File: config.mk
export PLATFORM = sky130hd
export DESIGN_NAME = dpe_timer_bank
export DESIGN_NICKNAME = d
export VERILOG_FILES = /design/src/rtl/dpe_timer_defs.sv /design/src/rtl/dpe_timer_ch.sv /design/src/rtl/dpe_timer_bank.sv
export SDC_FILE = /design/constraint.sdc
export NUM_CORES = 1
export LEC_CHECK = 0
export ABC_CLOCK_PERIOD_IN_PS = 3800
export BUFFER_PORTS_ARGS = -buffer_cell sky130_fd_sc_hd__buf_2
export CAP_MARGIN = 20
export CORE_ASPECT_RATIO = 1.75
export CORE_UTILIZATION = 40
export CTS_BUF_LIST = sky130_fd_sc_hd__clkbuf_8 sky130_fd_sc_hd__clkbuf_16
export DETAILED_ROUTE_END_ITERATION = 10
export PLACE_DENSITY_LB_ADDON = 0.15
export SETUP_SLACK_MARGIN = 0.02
export SYNTH_ARGS = -nofsm -noshare
export SYNTH_HDL_FRONTEND = slang
export SYNTH_SLANG_ARGS = --single-unit
export TNS_END_PERCENT = 5
File: constraint.sdc
create_clock -name clk -period 3.8 [get_ports clk]
set_clock_uncertainty 0.15 [all_clocks]
set_input_delay 1.14 -clock clk [delete_from_list [all_inputs] [get_ports clk]]
set_output_delay 1.14 -clock clk [all_outputs]
set_load 0.02 [all_outputs]
File: src/rtl/dpe_timer_defs.sv
// Shared definitions for the DPE timer bank: channel state encodings and mode values.
package dpe_timer_defs;

    typedef enum logic [1:0] {
        ST_IDLE = 2'b00,
        ST_RUN  = 2'b01,
        ST_DONE = 2'b10
    } ch_state_e;

    localparam logic MODE_ONESHOT = 1'b0;
    localparam logic MODE_RELOAD  = 1'b1;

endpackage

File: src/rtl/dpe_timer_ch.sv
// One timer channel: up-counter against a limit captured at start, one-shot or auto-reload,
// with registered running/timeout/expire outputs.
module dpe_timer_ch
    import dpe_timer_defs::*;
#(
    parameter int WIDTH = 16
) (
    input  logic             clk,
    input  logic             rst_n,
    input  logic             tick,
    input  logic             start,
    input  logic             stop,
    input  logic             mode,
    input  logic [WIDTH-1:0] load_val,
    output logic             running,
    output logic             timeout,
    output logic             expire
);

    ch_state_e        state_q, state_d;
    logic [WIDTH-1:0] cnt_q, cnt_d;
    logic [WIDTH-1:0] limit_q, limit_d;
    logic             mode_q, mode_d;
    logic             running_q, running_d;
    logic             timeout_q, timeout_d;
    logic             expire_q, expire_d;
    logic [WIDTH-1:0] cnt_inc;

    // cnt stays below limit, so the increment can never overflow WIDTH bits.
    assign cnt_inc = cnt_q + WIDTH'(1);

    always_comb begin
        state_d   = state_q;
        cnt_d     = cnt_q;
        limit_d   = limit_q;
        mode_d    = mode_q;
        timeout_d = timeout_q;
        expire_d  = 1'b0;
        if (stop) begin
            state_d   = ST_IDLE;
            cnt_d     = '0;
            timeout_d = 1'b0;
        end else if (start) begin
            limit_d = load_val;
            mode_d  = mode;
            cnt_d   = '0;
            if (load_val != '0) begin
                state_d   = ST_RUN;
                timeout_d = 1'b0;
            end else begin
                // A zero limit expires at once and always behaves as one-shot.
                state_d   = ST_DONE;
                timeout_d = 1'b1;
                expire_d  = 1'b1;
            end
        end else if (state_q == ST_RUN && tick) begin
            if (cnt_inc == limit_q) begin
                expire_d = 1'b1;
                cnt_d    = '0;
                if (mode_q == MODE_ONESHOT) begin
                    state_d   = ST_DONE;
                    timeout_d = 1'b1;
                end
            end else begin
                cnt_d = cnt_inc;
            end
        end
        running_d = (state_d == ST_RUN);
    end

    always_ff @(posedge clk or negedge rst_n) begin
        if (!rst_n) begin
            state_q   <= ST_IDLE;
            cnt_q     <= '0;
            limit_q   <= '0;
            mode_q    <= MODE_ONESHOT;
            running_q <= 1'b0;
            timeout_q <= 1'b0;
            expire_q  <= 1'b0;
        end else begin
            state_q   <= state_d;
            cnt_q     <= cnt_d;
            limit_q   <= limit_d;
            mode_q    <= mode_d;
            running_q <= running_d;
            timeout_q <= timeout_d;
            expire_q  <= expire_d;
        end
    end

    assign running = running_q;
    assign timeout = timeout_q;
    assign expire  = expire_q;

endmodule

File: src/rtl/dpe_timer_bank.sv
// Bank of NUM_CH independent programmable timers sharing one tick enable.
module dpe_timer_bank
    import dpe_timer_defs::*;
#(
    parameter int NUM_CH = 4,
    parameter int WIDTH  = 16
) (
    input  logic                    clk,
    input  logic                    rst_n,
    input  logic                    tick,
    input  logic [NUM_CH-1:0]       start,
    input  logic [NUM_CH-1:0]       stop,
    input  logic [NUM_CH-1:0]       mode,
    input  logic [NUM_CH*WIDTH-1:0] load_val,
    output logic [NUM_CH-1:0]       running,
    output logic [NUM_CH-1:0]       timeout,
    output logic [NUM_CH-1:0]       expire
);

    for (genvar i = 0; i < NUM_CH; i++) begin : g_ch
        dpe_timer_ch #(
            .WIDTH (WIDTH)
        ) u_ch (
            .clk      (clk),
            .rst_n    (rst_n),
            .tick     (tick),
            .start    (start[i]),
            .stop     (stop[i]),
            .mode     (mode[i]),
            .load_val (load_val[i*WIDTH +: WIDTH]),
            .running  (running[i]),
            .timeout  (timeout[i]),
            .expire   (expire[i])
        );
    end

endmodule

==> results of run 1 <==
==> flip-flops by register name (all words and copies together) (netlist names) <==
signal             flops
g_ch.u_ch.state_q      8
g_ch.u_ch.cnt_q       64
g_ch.u_ch.limit_q     64
g_ch.u_ch.timeout      4
g_ch.u_ch.expire       4
g_ch.u_ch.mode_q       4
g_ch.u_ch.running      4
==> worst reg2reg max path: cells and delay by family (launching register included) <==
family	cells	cell delay (ns)
compound gates	2	0.74
flops	1	0.45
fa+ha+maj	1	0.30
xor+xnor	1	0.16
simple gates	4	1.42
==> area by class of cell <==
cell class,instances,share of cell area
clock inverters,12,0.00975
flip-flops and latches,152,0.370
repair buffers,108,0.0601
multi-input cells,712,0.471
clock buffers,20,0.0455
well taps,296,0.0361
inverters,21,0.00768
==> cells in the final DEF, fill, tap and decap left out, types with 24 or more instances in the layout <==
cell	n
a21oi_1	27
dfrtp_1	152
inv_1	24
nand3_1	50
buf_2	89
mux2_2	68
o21ai_0	29
nor4_1	34
xor2_1	29
nand2_1	73
nand4_1	26
nor2_1	69
xnor2_1	71
==> per-stage QoR <==
| step | util | instance area, sq um | hold slack (ns) | instances | power (W) |
|---|---|---|---|---|---|
| after floorplan | - | 9000 | 0.311 | 946 | 0.00221 |
| after global placement | 0.440 | 9700 | 0.337 | 1289 | 0.00241 |
| after detailed placement | 0.440 | 9700 | 0.338 | 1289 | 0.00242 |
| after CTS | 0.465 | 10300 | 0.353 | 1321 | 0.00409 |
| after global routing | 0.465 | 10300 | 0.378 | 1321 | 0.00423 |
| final | 0.465 | 10300 | 0.351 | 1321 | 0.00404 |
==> logic make-up after synthesis <==
logic type / share of synthesized area
simple gates: 0.235
flops: 0.422
compound gates: 0.110
xor+xnor: 0.0973
buf+inv: 0.0410
mux: 0.0884
fa+ha+maj: 0.00556
==> worst max path at each step <==
stage / to / depth (start not counted) / slack (ns) / start
floorplan: g_ch[1].u_ch.running$_DFF_PN0_ / 8 / 0.65 / g_ch[1].u_ch.cnt_q[0]$_DFFE_PN0P_
global placement: g_ch[1].u_ch.running$_DFF_PN0_ / 8 / 0.58 / g_ch[1].u_ch.cnt_q[0]$_DFFE_PN0P_
detailed placement: g_ch[1].u_ch.running$_DFF_PN0_ / 8 / 0.48 / g_ch[1].u_ch.cnt_q[0]$_DFFE_PN0P_
CTS: g_ch[1].u_ch.running$_DFF_PN0_ / 8 / 0.46 / g_ch[1].u_ch.cnt_q[0]$_DFFE_PN0P_
global route: g_ch[1].u_ch.running$_DFF_PN0_ / 8 / 0.24 / g_ch[1].u_ch.cnt_q[0]$_DFFE_PN0P_
finish: g_ch[1].u_ch.running$_DFF_PN0_ / 8 / 0.46 / g_ch[1].u_ch.cnt_q[0]$_DFFE_PN0P_
==> where the power goes <==
| part | switching (W) | leakage, nW | internal [W] |
|---|---|---|---|
| combinational | 0.000265 | 1.82 | 0.000271 |
| clock | 0.000704 | 0.283 | 0.000949 |
| sequential | 0.000108 | 1.95 | 0.00174 |
==> routing by layer <==
layer	vias up	part of all wire	routed length (um)
li1	3564	-	-
met1	3608	0.38	8930
met4	0	0.039	909
met5	-	0	0
met2	173	0.55	13000
met3	65	0.029	674
==> synth_stat cells, types with 26 or more instances <==
cell	number	area (sq um)
xor2_1	29	254
o21ai_0	29	145
nand3_1	50	250
nand2_1	73	274
clkbuf_1	35	131
nor4_1	34	213
xnor2_1	71	622
mux2_2	68	766
nand4_1	26	163
nor2_1	69	259
dfrtp_1	152	3800
a21oi_1	27	135
==> flow_metrics.env, run 1 <==
export IMPL_critical_path_max_fanout=7
export IMPL_port_buffers=90
export IMPL_cts_tree="built"
export IMPL_grt_usage=0.217
export IMPL_via_count=7410
export IMPL_dr_pass1_iters=5
export IMPL_synth_cell_area_sq_um=9000
export IMPL_synthCells=946
export IMPL_synth_distinct_cells=69
export IMPL_post_cts_buffers=0
export IMPL_drc=0
export IMPL_cpMaxStageDelayCell="or4_1"
export IMPL_grt_busiest_layer="met2"
export IMPL_required_ns=3.98
export IMPL_multi_input_area_sq_um=4830
export IMPL_synth_edf_count=0
export IMPL_synth_nets=1029
export IMPL_ir_drop_mv=0.277
export IMPL_nets=1095
export IMPL_postRouteAntennaNets=0
export IMPL_areaGrowthSynthToFinish_pct=14.0
export IMPL_tightest_slew_ns=0.845
export IMPL_wl_per_cell_um=17.8
export IMPL_gr_total_overflow=0
export IMPL_h_tree_depth=4
export IMPL_hold_path_class="flip-flop to flip-flop"
export IMPL_final_min_clock_period_ns=3.34
export IMPL_ff_latch_area_sq_um=3800
export IMPL_globalRouteMet3Util=0.0368
export IMPL_rows=72
export IMPL_fill_cells=2128
export IMPL_min_period_over_period=0.878
export IMPL_hp_start="g_ch[0].u_ch.timeout$_DFFE_PN0P_"
export IMPL_rr_startpoint="g_ch[1].u_ch.cnt_q[0]$_DFFE_PN0P_"
export IMPL_die_h_um=200
export IMPL_die_area_sq_um=23100
export IMPL_arrival_ns=3.51
export IMPL_finalHoldViolCount=0
export IMPL_ios=91
export IMPL_clkSlewWorstSetupHoldPaths_ns=0.06
export IMPL_synth_seq_area_share=0.422
export IMPL_powerDensity_nw_per_um2=393
export IMPL_setup_tns_ns=0
export IMPL_first_global_vias=7370
export IMPL_wl_um=23500
export IMPL_path_buf_inv=0
export IMPL_r2r_setup_slack_ns=0.46
export IMPL_endpoint_kind="flip-flop"
export IMPL_fmax_mhz=300
export IMPL_drt_iter0_drc=449
export IMPL_clkSinkCount=152
export IMPL_routed_via_density=5.61
export IMPL_finalMaxSlewViolations=0
export IMPL_clock_path_buffers=2
export IMPL_coreArea_sq_um=22100
export IMPL_rsz0062_at_grt="false"
export IMPL_status="completed"
export IMPL_critPathLaunchType="flip-flop"
export IMPL_grt_max_degree=66
export IMPL_setup_violations=0
export IMPL_p_leak_nw=4.06
export IMPL_pre_cts_ws_ns=0.481
export IMPL_gp_congestion=0.914
export IMPL_syn_area_per_cell_sq_um=9.52
export IMPL_synth_main_ff_cell="dfrtp_1"
export IMPL_criticalPathCategory="flip-flop to flip-flop"
export IMPL_ys_seq_elements=152
export IMPL_cts_resized=0
export IMPL_final_setup_worst_slack_ns=0.462
export IMPL_clock_latency_ns=0.44
export IMPL_maxSlewHeadroom=0.435
export IMPL_grt_pass1_wl_um=38500
export IMPL_root_buffer="clkbuf_16"
export IMPL_hold_depth=1
export IMPL_drv_cap=0
export IMPL_start_util=0.408
export IMPL_drive_gt1_frac=0.220
export IMPL_num_antenna_cells=0
export IMPL_cts_hold_buf=0
export IMPL_critPathTopFamily="simple AND/OR/NAND/NOR gates"
export IMPL_min_to="g_ch[0].u_ch.timeout$_DFFE_PN0P_"
export IMPL_use_met2=0.393
export IMPL_worst_r2r_endpoint="g_ch[1].u_ch.running$_DFF_PN0_"
export IMPL_ys_warn_count=0
export IMPL_hpwlAfterDp_um=17800
export IMPL_path_cells="ha_1 -> nand4_1 -> or4_1 -> xnor2_1 -> a2111oi_0 -> nand4_2 -> or3_1 -> a31o_2"
export IMPL_numCtsBuffers=17
export IMPL_antenna_found_initial=0
export IMPL_critical_path_max_stage_delay_ns=0.61
export IMPL_dieWidth_um=115
export IMPL_async_reset_ff_frac=1.00
export IMPL_reg2regPathDepth=8
export IMPL_grtUsageMet1=0.237
Note: power is estimated with default switching activity, not from simulation.
==> run 2: changes to the inputs <==
--- a/config.mk
+++ b/config.mk
@@ -12,7 +12,7 @@
 export CORE_UTILIZATION = 40
 export CTS_BUF_LIST = sky130_fd_sc_hd__clkbuf_8 sky130_fd_sc_hd__clkbuf_16
 export DETAILED_ROUTE_END_ITERATION = 10
-export PLACE_DENSITY_LB_ADDON = 0.15
+export PLACE_DENSITY = 0.65
 export SETUP_SLACK_MARGIN = 0.02
 export SYNTH_ARGS = -nofsm -noshare
 export SYNTH_HDL_FRONTEND = slang
==> run 2 against run 1 <==
Sequential power about the same. Clock power is 9% higher. Utilization rose by 0.18 points. Count of clock-buffer cells in the layout grew 1. First-iteration DRC count fell by 40%. Critical path type unchanged.
==> flow_metrics.env, run 2 (synthesis gave the netlist of run 1 again) <==
export IMPL_status="completed"
export IMPL_r2r_setup_slack_ns=0.37
export IMPL_clkSinkCount=152
export IMPL_critical_path_max_fanout=7
export IMPL_tightest_slew_ns=0.783
export IMPL_top_regs="g_ch.u_ch.cnt_q x64, g_ch.u_ch.limit_q x64, g_ch.u_ch.state_q x8"
export IMPL_layout_commonest_cell="dfrtp_1"
export IMPL_mostFrequentLayoutCells="dfrtp_1 (152), buf_2 (89), nand2_1 (73)"
export IMPL_fill_cells=2116
export IMPL_drv_cap=0
export IMPL_antenna_found_initial=0
export IMPL_drc=0
export IMPL_path_buf_inv=0
export IMPL_dieWidth_um=115
export IMPL_arrival_ns=3.61
export IMPL_hold_path_class="flip-flop to flip-flop"
export IMPL_drt_iter0_drc=271
export IMPL_postRouteAntennaNets=0
export IMPL_start_util=0.408
export IMPL_areaGrowthSynthToFinish_pct=14.5
export IMPL_gp_congestion=0.895
export IMPL_finalHoldViolCount=0
export IMPL_h_tree_depth=4
export IMPL_rows=72
export IMPL_finish_utilization=0.467
export IMPL_clock_path_buffers=2
export IMPL_ir_drop_mv=0.288
export IMPL_criticalPathCategory="flip-flop to flip-flop"
export IMPL_whs_ns=0.357
export IMPL_clkSlewWorstSetupHoldPaths_ns=0.06
export IMPL_nets=1094
export IMPL_cts_tree="built"
export IMPL_powerDensity_nw_per_um2=406
export IMPL_clock_latency_ns=0.43
export IMPL_maxSlewHeadroom=0.476
export IMPL_setup_tns_ns=0
export IMPL_min_period_over_period=0.903
export IMPL_wl_um=23200
export IMPL_rsz0062_at_grt="false"
export IMPL_via_count=7473
export IMPL_ff_latch_area_sq_um=3800
export IMPL_cpMaxStageDelayCell="or4_1"
export IMPL_root_buffer="clkbuf_16"
export IMPL_ios=91
export IMPL_final_min_clock_period_ns=3.43
export IMPL_numCtsBuffers=17
export IMPL_die_area_sq_um=23100
export IMPL_setup_violations=0
export IMPL_hpwlAfterDp_um=17600
export IMPL_critical_path_max_stage_delay_ns=0.62
export IMPL_multi_input_area_sq_um=4830
export IMPL_required_ns=3.98
export IMPL_gr_total_overflow=0
export IMPL_grt_usage=0.214
export IMPL_die_h_um=200
export IMPL_num_antenna_cells=0
export IMPL_post_cts_buffers=0
export IMPL_cts_hold_buf=0
export IMPL_finalMaxSlewViolations=0
export IMPL_critPathLaunchType="flip-flop"
export IMPL_p_leak_nw=4.07
export IMPL_grt_pass1_wl_um=38500
export IMPL_coreArea_sq_um=22100
export IMPL_fmax_mhz=291
export IMPL_path_cells="ha_1 -> nand4_1 -> or4_1 -> xnor2_1 -> a2111oi_0 -> nand4_2 -> or3_1 -> a31o_2"
export IMPL_cts_resized=0
export IMPL_grt_max_degree=68
export IMPL_critPathTopFamily="simple AND/OR/NAND/NOR gates"
export IMPL_first_global_vias=7703
export IMPL_endpoint_kind="flip-flop"
export IMPL_dr_pass1_iters=5
export IMPL_drive_gt1_frac=0.222
export IMPL_wl_per_cell_um=17.6
export IMPL_port_buffers=90
export IMPL_routed_via_density=5.66
## run 2: changes by cell type in the layout (fill, tap and decap cells not counted), sizes merged
cell	change
buf	-1
inv	-4
clkbuf	+1
bufinv	+2
clkinvlp	-1
clkinv	+2
## run 2: final cells by class
type | instances | area share
Sequential cell | 152 | 0.369
Tap cell | 296 | 0.0359
Clock inverter | 11 | 0.0141
Clock buffer | 21 | 0.0466
Timing Repair Buffer | 107 | 0.0579
Inverter | 21 | 0.00765
Multi-Input combinational cell | 712 | 0.469
## run 2: power by group
group / internal (W) / switching [W]
logic: 0.000272 / 0.000262
clock network: 0.00110 / 0.000695
registers: 0.00174 / 0.000109
total: 0.00311 / 0.00107
## run 2: final timing paths
check,from,endpoint,cells past startpoint
worst max register to register,g_ch[1].u_ch.cnt_q[0]$_DFFE_PN0P_,g_ch[1].u_ch.running$_DFF_PN0_,8
max in group asynchronous,rst_n,g_ch[1].u_ch.limit_q[8]$_DFFE_PN0P_,2
worst min-delay path,g_ch[1].u_ch.state_q[0]$_DFF_PN0_,g_ch[1].u_ch.state_q[0]$_DFF_PN0_,1
worst min register to register,g_ch[1].u_ch.state_q[0]$_DFF_PN0_,g_ch[1].u_ch.state_q[0]$_DFF_PN0_,1
min in group asynchronous,rst_n,g_ch[2].u_ch.limit_q[11]$_DFFE_PN0P_,1
worst max-delay path,g_ch[1].u_ch.cnt_q[0]$_DFFE_PN0P_,g_ch[1].u_ch.running$_DFF_PN0_,8
## run 2: stage by stage
step / total power (W) / cells / setup slack [ns] / instance area (sq um)
detailed placement: 0.00242 / 1288 / 0.368 / 9680
global route: 0.00436 / 1320 / 0.175 / 10300
global placement: 0.00241 / 1288 / 0.486 / 9680
finish: 0.00418 / 1320 / 0.368 / 10300
CTS: 0.00423 / 1320 / 0.334 / 10300
floorplan: 0.00221 / 946 / 0.651 / 9000
## run 2: routing by layer
metal,part of all wire,vias up,GRT usage
met3,0.028,62,0.0332
met4,0.043,0,0.120
li1,-,3553,-
met2,0.55,169,0.393
met5,0,-,0
met1,0.38,3689,0.225
==> run 3: changes to the inputs <==
--- a/config.mk
+++ b/config.mk
@@ -7,12 +7,12 @@
 export LEC_CHECK = 0
 export ABC_CLOCK_PERIOD_IN_PS = 3800
 export BUFFER_PORTS_ARGS = -buffer_cell sky130_fd_sc_hd__buf_2
-export CAP_MARGIN = 20
 export CORE_ASPECT_RATIO = 1.75
 export CORE_UTILIZATION = 40
 export CTS_BUF_LIST = sky130_fd_sc_hd__clkbuf_8 sky130_fd_sc_hd__clkbuf_16
 export DETAILED_ROUTE_END_ITERATION = 10
 export PLACE_DENSITY = 0.65
+export REMOVE_ABC_BUFFERS = 1
 export SETUP_SLACK_MARGIN = 0.02
 export SYNTH_ARGS = -nofsm -noshare
 export SYNTH_HDL_FRONTEND = slang
==> run 3 against run 2 <==
Register-to-register slack lost 0.04 ns. Sequential share of layout area grew 0.32 points. Flip-flop and latch count is the same. Critical path type unchanged. Largest cell class unchanged.
==> flow_metrics.env, run 3 (synthesis gave the netlist of run 1 again) <==
export IMPL_drc=0
export IMPL_critical_path_max_fanout=7
export IMPL_r2r_setup_slack_ns=0.33
export IMPL_numCtsBuffers=17
export IMPL_die_h_um=200
export IMPL_port_buffers=90
export IMPL_endpoint="g_ch[1].u_ch.state_q[0]$_DFF_PN0_"
export IMPL_reg2regPathDepth=8
export IMPL_grt_max_degree=99
export IMPL_dieWidth_um=115
export IMPL_cts_resized=0
export IMPL_cts_hold_buf=0
export IMPL_post_cts_buffers=0
export IMPL_drv_cap=0
export IMPL_grt_usage=0.206
export IMPL_min_period_over_period=0.914
export IMPL_finalHoldViolCount=0
export IMPL_drt_iter0_drc=289
export IMPL_status="completed"
export IMPL_hpwlAfterDp_um=16800
export IMPL_start_util=0.408
export IMPL_placed_cell_area_sq_um=9670
export IMPL_critical_path_max_stage_delay_ns=0.63
export IMPL_areaGrowthSynthToFinish_pct=13.5
export IMPL_ios=91
export IMPL_required_ns=3.97
export IMPL_p_leak_nw=4.02
export IMPL_setup_violations=0
export IMPL_via_count=7495
export IMPL_criticalPathCategory="flip-flop to flip-flop"
export IMPL_arrival_ns=3.64
export IMPL_path_cells="ha_1 -> nand4_1 -> or4_1 -> xnor2_1 -> a2111oi_0 -> nand4_2 -> or3_1 -> a31o_2"
export IMPL_rr_startpoint="g_ch[1].u_ch.cnt_q[0]$_DFFE_PN0P_"
export IMPL_endpoint_kind="flip-flop"
export IMPL_top_regs="g_ch.u_ch.cnt_q x64, g_ch.u_ch.limit_q x64, g_ch.u_ch.state_q x8"
export IMPL_antenna_found_initial=0
export IMPL_ir_drop_mv=0.290
export IMPL_cpMaxStageDelayCell="or4_1"
export IMPL_rsz0062_at_grt="false"
export IMPL_wl_um=22500
export IMPL_dr_pass1_iters=5
export IMPL_coreArea_sq_um=22100
export IMPL_drive_gt1_frac=0.218
export IMPL_place_inst=1287
export IMPL_nets=1093
export IMPL_clkSinkCount=152
export IMPL_rows=72
export IMPL_finalMaxSlewViolations=0
export IMPL_num_antenna_cells=0
export IMPL_critPathLaunchType="flip-flop"
export IMPL_final_min_clock_period_ns=3.47
export IMPL_gp_congestion=0.885
export IMPL_maxSlewHeadroom=0.452
export IMPL_routed_via_density=5.69
export IMPL_layout_commonest_cell="dfrtp_1"
export IMPL_worst_r2r_endpoint="g_ch[1].u_ch.state_q[0]$_DFF_PN0_"
export IMPL_fmax_mhz=288
export IMPL_cts_tree="built"
export IMPL_wl_per_cell_um=17.1
export IMPL_fin_area_sq_um=10200
export IMPL_stdcell_count=1317
export IMPL_grt_pass1_wl_um=37400
export IMPL_die_area_sq_um=23100
export IMPL_root_buffer="clkbuf_16"
export IMPL_first_global_vias=7554
export IMPL_cp_startpoint="g_ch[1].u_ch.cnt_q[0]$_DFFE_PN0P_"
export IMPL_tightest_slew_ns=0.819
export IMPL_clock_latency_ns=0.43
export IMPL_clock_path_buffers=2
export IMPL_powerDensity_nw_per_um2=389
export IMPL_postRouteAntennaNets=0
export IMPL_gr_total_overflow=0
export IMPL_clkSlewWorstSetupHoldPaths_ns=0.06
export IMPL_mostFrequentLayoutCells="dfrtp_1 (152), buf_2 (89), nand2_1 (73)"
export IMPL_setup_tns_ns=0
export IMPL_hold_path_class="flip-flop to flip-flop"
export IMPL_h_tree_depth=4
export IMPL_fill_cells=2128
[run 3: per-stage QoR]
stage / total power (W) / util / hold slack [ns] / worst slack (ns)
after floorplan: 0.00220 / - / 0.311 / 0.651
after global placement: 0.00240 / 0.438 / 0.338 / 0.403
after detailed placement: 0.00242 / 0.438 / 0.343 / 0.347
after CTS: 0.00403 / 0.463 / 0.364 / 0.329
after global routing: 0.00415 / 0.463 / 0.376 / 0.0538
final: 0.00398 / 0.463 / 0.359 / 0.327
[run 3: worst min path at each step]
| stage | start | endpoint | slack (ns) | depth (start not counted) |
|---|---|---|---|---|
| floorplan | g_ch[0].u_ch.state_q[1]$_DFF_PN0_ | g_ch[0].u_ch.running$_DFF_PN0_ | 0.31 | 1 |
| global placement | g_ch[0].u_ch.timeout$_DFFE_PN0P_ | g_ch[0].u_ch.timeout$_DFFE_PN0P_ | 0.34 | 1 |
| detailed placement | g_ch[0].u_ch.timeout$_DFFE_PN0P_ | g_ch[0].u_ch.timeout$_DFFE_PN0P_ | 0.34 | 1 |
| CTS | g_ch[0].u_ch.timeout$_DFFE_PN0P_ | g_ch[0].u_ch.timeout$_DFFE_PN0P_ | 0.36 | 1 |
| global route | g_ch[1].u_ch.state_q[0]$_DFF_PN0_ | g_ch[1].u_ch.state_q[0]$_DFF_PN0_ | 0.38 | 1 |
| finish | g_ch[0].u_ch.state_q[1]$_DFF_PN0_ | g_ch[0].u_ch.running$_DFF_PN0_ | 0.36 | 1 |
[run 3: layout make-up]
cell class / count / area (sq um) / share of cell area
Multi-Input combinational cell: 712 / 4830 / 0.473
Sequential cell: 152 / 3800 / 0.372
Timing Repair Buffer: 106 / 589 / 0.0577
Clock buffer: 18 / 439 / 0.0430
Tap cell: 296 / 370 / 0.0362
Clock inverter: 12 / 105 / 0.0103
Inverter: 21 / 78.8 / 0.00771
[run 3: critical path: cells and delay by family, from the launching register on]
kind	cells	cell delay (ns)
DFF	1	0.46
and+or+nand+nor	4	1.57
xor gates and xnor gates	1	0.16
adders and majority gates	1	0.30
AOI/OAI and AO/OA	2	0.72
[run 3: layer usage]
| layer | track usage | part of all wire | wire length [um] |
|---|---|---|---|
| met5 | 0 | 0 | 0 |
| met2 | 0.380 | 0.55 | 12400 |
| met4 | 0.109 | 0.038 | 864 |
| met3 | 0.0293 | 0.027 | 604 |
| met1 | 0.219 | 0.38 | 8570 |
[run 3: power breakdown]
group | switching (W) | leakage (nW) | internal [W] | total (W)
sequential | 0.000108 | 1.95 | 0.00174 | 0.00185
clock | 0.000689 | 0.267 | 0.000908 | 0.00160
combinational | 0.000264 | 1.80 | 0.000270 | 0.000534
total | 0.00106 | 4.02 | 0.00292 | 0.00398
